`src/rtl/ram_sync_dp_if.sv`:
```
// Bus bundle for the single-clock dual-port RAM: one write port, one read port,
// a clear request, and the registered read/status outputs.
interface ram_sync_dp_if #(
    parameter int DATA_W = 8,
    parameter int ADDR_W = 5
);
    logic              ce;
    logic              we;
    logic [ADDR_W-1:0] waddr;
    logic [DATA_W-1:0] wdata;
    logic              re;
    logic [ADDR_W-1:0] raddr;
    logic              clr;
    logic [DATA_W-1:0] rdata;
    logic              rvalid;
    logic              busy;

    modport master (
        output ce, we, waddr, wdata, re, raddr, clr,
        input  rdata, rvalid, busy
    );

    modport slave (
        input  ce, we, waddr, wdata, re, raddr, clr,
        output rdata, rvalid, busy
    );
endinterface

```
`src/rtl/ram_sync_dp.sv`:
```
// Synchronous dual-port RAM (one write, one read port, one clock) with a
// selectable same-address collision policy and a background clear sweep.
module ram_sync_dp #(
    parameter int DATA_W  = 8,
    parameter int ADDR_W  = 5,
    parameter int RD_MODE = 0
) (
    input  logic          clk,
    input  logic          rst_n,
    ram_sync_dp_if.slave  bus
);
    localparam int DEPTH = 2 ** ADDR_W;
    localparam logic [ADDR_W-1:0] LAST_ADDR = ADDR_W'(DEPTH - 1);

    typedef enum logic {
        IDLE  = 1'b0,
        CLEAR = 1'b1
    } state_t;

    state_t            state_q, state_d;
    logic [ADDR_W-1:0] cnt_q, cnt_d;
    logic [DATA_W-1:0] rdata_q;
    logic              rvalid_q;
    logic              busy_w;
    logic              wr_acc;
    logic              rd_acc;
    logic              addr_hit;
    logic [DATA_W-1:0] rd_word;

    logic [DATA_W-1:0] mem [DEPTH];

    // Write-first forwards the incoming word; read-first keeps the stored one.
    function automatic logic [DATA_W-1:0] collide_sel(
        input logic [DATA_W-1:0] old_word,
        input logic [DATA_W-1:0] new_word,
        input logic              hit
    );
        if ((RD_MODE == 1) && hit) begin
            return new_word;
        end
        return old_word;
    endfunction

    assign busy_w   = (state_q == CLEAR);
    assign wr_acc   = bus.ce && bus.we && !busy_w;
    assign rd_acc   = bus.ce && bus.re && !busy_w;
    assign addr_hit = wr_acc && (bus.waddr == bus.raddr);
    assign rd_word  = collide_sel(mem[bus.raddr], bus.wdata, addr_hit);

    always_ff @(posedge clk or negedge rst_n) begin
        if (!rst_n) begin
            state_q <= IDLE;
            cnt_q   <= '0;
        end else begin
            state_q <= state_d;
            cnt_q   <= cnt_d;
        end
    end

    // clr is honoured regardless of ce; the counter parks on the last address.
    always_comb begin
        state_d = state_q;
        cnt_d   = cnt_q;
        unique case (state_q)
            IDLE: begin
                if (bus.clr) begin
                    state_d = CLEAR;
                    cnt_d   = '0;
                end
            end
            CLEAR: begin
                if (cnt_q == LAST_ADDR) begin
                    state_d = IDLE;
                end else begin
                    cnt_d = cnt_q + 1'b1;
                end
            end
            default: begin
                state_d = IDLE;
                cnt_d   = '0;
            end
        endcase
    end

    // Storage has no reset; an aborted sweep leaves unswept words untouched.
    always_ff @(posedge clk) begin
        if (busy_w) begin
            mem[cnt_q] <= '0;
        end else if (wr_acc) begin
            mem[bus.waddr] <= bus.wdata;
        end
    end

    always_ff @(posedge clk or negedge rst_n) begin
        if (!rst_n) begin
            rdata_q  <= '0;
            rvalid_q <= 1'b0;
        end else begin
            rvalid_q <= rd_acc;
            if (rd_acc) begin
                rdata_q <= rd_word;
            end
        end
    end

    assign bus.rdata  = rdata_q;
    assign bus.rvalid = rvalid_q;
    assign bus.busy   = busy_w;

endmodule
```
`src/flat_wrapper.sv`:
```
// flat-port wrapper written by rule: the top's interface ports become plain ports
module ram_sync_dp_flat 
#(
    parameter int DATA_W  = 8,
    parameter int ADDR_W  = 5,
    parameter int RD_MODE = 0
)
  (clk, rst_n, bus_ce, bus_we, bus_waddr, bus_wdata, bus_re, bus_raddr, bus_clr, bus_rdata, bus_rvalid, bus_busy);
  ram_sync_dp_if #(.DATA_W(DATA_W), .ADDR_W(ADDR_W)) bus_i ();
  input  logic clk;
  input  logic rst_n;
  input wire logic [$bits(bus_i.ce)-1:0] bus_ce;
  input wire logic [$bits(bus_i.we)-1:0] bus_we;
  input wire logic [$bits(bus_i.waddr)-1:0] bus_waddr;
  input wire logic [$bits(bus_i.wdata)-1:0] bus_wdata;
  input wire logic [$bits(bus_i.re)-1:0] bus_re;
  input wire logic [$bits(bus_i.raddr)-1:0] bus_raddr;
  input wire logic [$bits(bus_i.clr)-1:0] bus_clr;
  output wire logic [$bits(bus_i.rdata)-1:0] bus_rdata;
  output wire logic [$bits(bus_i.rvalid)-1:0] bus_rvalid;
  output wire logic [$bits(bus_i.busy)-1:0] bus_busy;
  assign bus_i.ce = bus_ce;
  assign bus_i.we = bus_we;
  assign bus_i.waddr = bus_waddr;
  assign bus_i.wdata = bus_wdata;
  assign bus_i.re = bus_re;
  assign bus_i.raddr = bus_raddr;
  assign bus_i.clr = bus_clr;
  assign bus_rdata = bus_i.rdata;
  assign bus_rvalid = bus_i.rvalid;
  assign bus_busy = bus_i.busy;
  ram_sync_dp #(.DATA_W(DATA_W), .ADDR_W(ADDR_W), .RD_MODE(RD_MODE)) u_core (.clk(clk), .rst_n(rst_n), .bus(bus_i));
endmodule
```
`config.mk`:
```
export PLATFORM = sky130hd
export DESIGN_NAME = ram_sync_dp_flat
export DESIGN_NICKNAME = d
export VERILOG_FILES = /design/src/rtl/ram_sync_dp_if.sv /design/src/rtl/ram_sync_dp.sv /design/src/flat_wrapper.sv
export SDC_FILE = /design/constraint.sdc
export NUM_CORES = 1
export LEC_CHECK = 0
export ABC_CLOCK_PERIOD_IN_PS = 3000
export BUFFER_PORTS_ARGS = -buffer_cell sky130_fd_sc_hd__buf_2
export CAP_MARGIN = 0
export CORE_MARGIN = 5
export CORE_UTILIZATION = 60
export CTS_BUF_LIST = sky130_fd_sc_hd__clkbuf_8
export DETAILED_ROUTE_END_ITERATION = 8
export MAX_ROUTING_LAYER = met4
export PLACE_DENSITY = 0.77
export SLEW_MARGIN = 20
export SYNTH_ARGS = -nofsm -noshare
export SYNTH_HDL_FRONTEND = slang
export SYNTH_SLANG_ARGS = --single-unit
export TNS_END_PERCENT = 20
```
`constraint.sdc`:
```
create_clock -name clk -period 3 [get_ports clk]
set_clock_uncertainty 0.1 [all_clocks]
set_input_delay 0.15 -clock clk [delete_from_list [all_inputs] [get_ports clk]]
set_output_delay 0.15 -clock clk [all_outputs]
set_load 0.01 [all_outputs]
```
==> results.yml <==
sta:
  finalCriticalPeriod_ns: 2.661
  rsz0062_at_grt: "no"
  drv_slew: 0
  tightest_slew_ns: 0.8953
  relSlewSlack: 0.4032
  timing.final.crit_share: 0.8869
  worst_slack_ns: 0.3393
  setup_viol: 0
  setup-tns-final_ns: 0
  fmax_mhz: 375.8
  final_hold_viol_count: 0
  holdWs_ns: 0.02178
placed_design:
  dp_hpwl_microns: 15200
  dp_cells: 912
  portBuffers: 33
  dpl_cell_area_sq_um: 11580
  place_ws_ns: 0.3927
  gp_congestion: 0.9138
cts:
  ctsResizeCount: 0
  clock_sinks: 271
  cts_buffer_depth: 3
  clkLatencyLatePin_ns: 0.53
  htreeDepth: 2
  cts_tree: "yes"
  clock-root-buffer: "clkbuf_8"
  path_clk_slew_ns: 0.06
  cts_buffers: 41
pwr:
  p_leak_uw: 0.004640
  powerDensity_nw_per_um2: 730.9
  peakVddDrop_mv: 0.4913
yosys:
  synth_warnings: 0
  yosysSeqAreaShare: 0.7342
  synth_flop_cell: "edfxtp_1"
  synth_edf_count: 256
  synth.avg_cell_area_sq_um: 17.13
  synth_fp_nets: 667
  ys_types: 41
  async_reset_ff_frac: 0.05535
  synth_seq_cells: 271
  syn_area_sq_um: 10980
  synth_cells: 641
critical_path:
  crit_required_ns: 3.06
  critPathKind: "reg2reg"
  crit_family: "simple AND/OR/NAND/NOR gates"
  critPathLaunchType: "register"
  crit_slowest_cell: "nor2_1"
  cp_num_buf_inv: 0
  cp-end-kind: "register"
  worst_ep_arrival_time_ns: 2.72
  crit_fanout: 8
  slowest_delay_ns: 0.52
  critical_path.cell_chain: "and3b_1 > mux2_2 > or3_1 > nor2_1"
global_route:
  use_met2: 0.3510
  grt_first_pass_wirelength_microns: 36150
  globalRouteMet1Util: 0.3193
  globalRouteOverflowTotal: 0
  grt_max_degree: 48
  gr-max-usage-layer: "met2"
  met3_usage: 0.04241
  first_global_vias: 6144
  grt_use_total: 0.2289
  antenna_found_initial: 0
flow_run:
  cap_violations: 0
floorplan:
  die_height_microns: 145.3
  die_w_microns: 145.3
  row_count: 49
  io_pins: 34
  dieArea_sq_um: 21110
  initial_utilization: 0.6113
  coreArea_sq_um: 17960
layout:
  layout_commonest_cell: "edfxtp_1"
  diodes: 0
  stdcell_count: 988
  layout-drive-gt1-share: 0.1897
  final_cell_mix: "256 x edfxtp_1, 131 x mux2i_1, 44 x clkbuf_8, 40 x buf_4, 37 x nor2_1"
  area_delta_synth_final_pct: 12.50
  fin_area_sq_um: 12350
  nets: 755
drt:
  vias_per_cell: 6.175
  first_iter_violations: 708
  wire_per_inst_microns: 23.99
  vias: 6101
  first_pass_iters: 6
  antenna_left: 0
  routed_wl_microns: 23700
  drc_errors: 0
worst_hold_path:
  min_path_type: "in2reg"
run_status:
  status: "finished, final reports clean"
==> path summary, 6_finish.rpt <==
kind	start	to	cells past startpoint	slack (ns)
min in group asynchronous	rst_n	u_core.bus.busy	3	0.67
hold reg to reg	u_core.bus.rdata[2]	u_core.bus.rdata[2]	2	0.39
setup reg to reg	u_core.bus.busy	u_core.mem[14][4]	4	0.34
hold / removal	bus_wdata[5]	u_core.mem[23][5]	2	0.02
max in group asynchronous	rst_n	u_core.bus.rvalid	3	1.61
setup / recovery	u_core.bus.busy	u_core.mem[14][4]	4	0.34
==> cells in the mapped netlist, drive strengths merged (3+ instances only) <==
| cell type | instances | area (sq um) |
|---|---|---|
| a21oi | 17 | 85.08 |
| a221oi | 16 | 196.4 |
| a22o | 16 | 140.1 |
| a22oi | 32 | 240.2 |
| a31oi | 3 | 18.77 |
| and2 | 9 | 56.31 |
| buf | 22 | 198.9 |
| clkbuf | 13 | 52.55 |
| dfrtp | 15 | 375.4 |
| edfxtp | 256 | 7687 |
| inv | 3 | 11.26 |
| mux2 | 3 | 33.78 |
| mux2i | 131 | 1311 |
| nand2 | 19 | 71.32 |
| nand2b | 6 | 37.54 |
| nor2 | 38 | 142.6 |
| nor2b | 3 | 18.77 |
| o21ai | 3 | 15.01 |
| o22ai | 8 | 50.05 |
| o41ai | 8 | 85.08 |
| xnor2 | 3 | 26.28 |
==> state kept, by name, indices dropped and copies added (netlist names) <==
| register | cells |
|---|---|
| u_core.bus.rdata | 8 |
| u_core.mem | 256 |
| u_core.bus.busy | 1 |
| u_core.bus.rvalid | 1 |
| u_core.cnt_q | 5 |
==> layer usage <==
| metal | vias up | share of wire | wire, microns |
|---|---|---|---|
| met2 | 289 | 0.47 | 11180 |
| li1 | 2730 | - | - |
| met5 | - | 0 | 0 |
| met4 | 0 | 0.026 | 605 |
| met1 | 3040 | 0.42 | 9985 |
| met3 | 42 | 0.082 | 1934 |
==> power by group <==
part,switching (uW),internal [uW]
Combinational,937,528
Clock,1300,1430
Sequential,188,4640
==> final cells by class <==
class	count	area, sq um
flip-flops and latches	271	8063
inverters	3	11.26
multi-input cells	332	2664
fillers	1142	5609
repair buffers	80	581.8
well taps	229	286.5
clock inverters	29	142.6
clock buffers	44	605.6
==> cells by family (layout without fill, tap and decap cells) <==
kind of cell,after synthesis,after routing,synth area share
mux,134,134,0.1225
flops,271,271,0.7342
compound gates,106,106,0.07782
fa+ha+maj,2,2,0.002278
simple gates,87,87,0.03692
buf+inv,38,156,0.02393
xor+xnor,3,3,0.002393
==> repair_timing <==
item / in CTS / in global routing
endpoints found under the hold margin: 21 / 0
setup buffers: 0 / 0
hold buffers: 3 / 0
==> stage by stage <==
step                      total power, uW  utilization
after detailed placement             6352       0.6444
after global placement               6272       0.6444
final                                9029       0.6877
after floorplan                      5745            -
after global routing                 9419       0.6877
after CTS                            9068       0.6877
No activity file was read; power rests on OpenSTA's default activity.
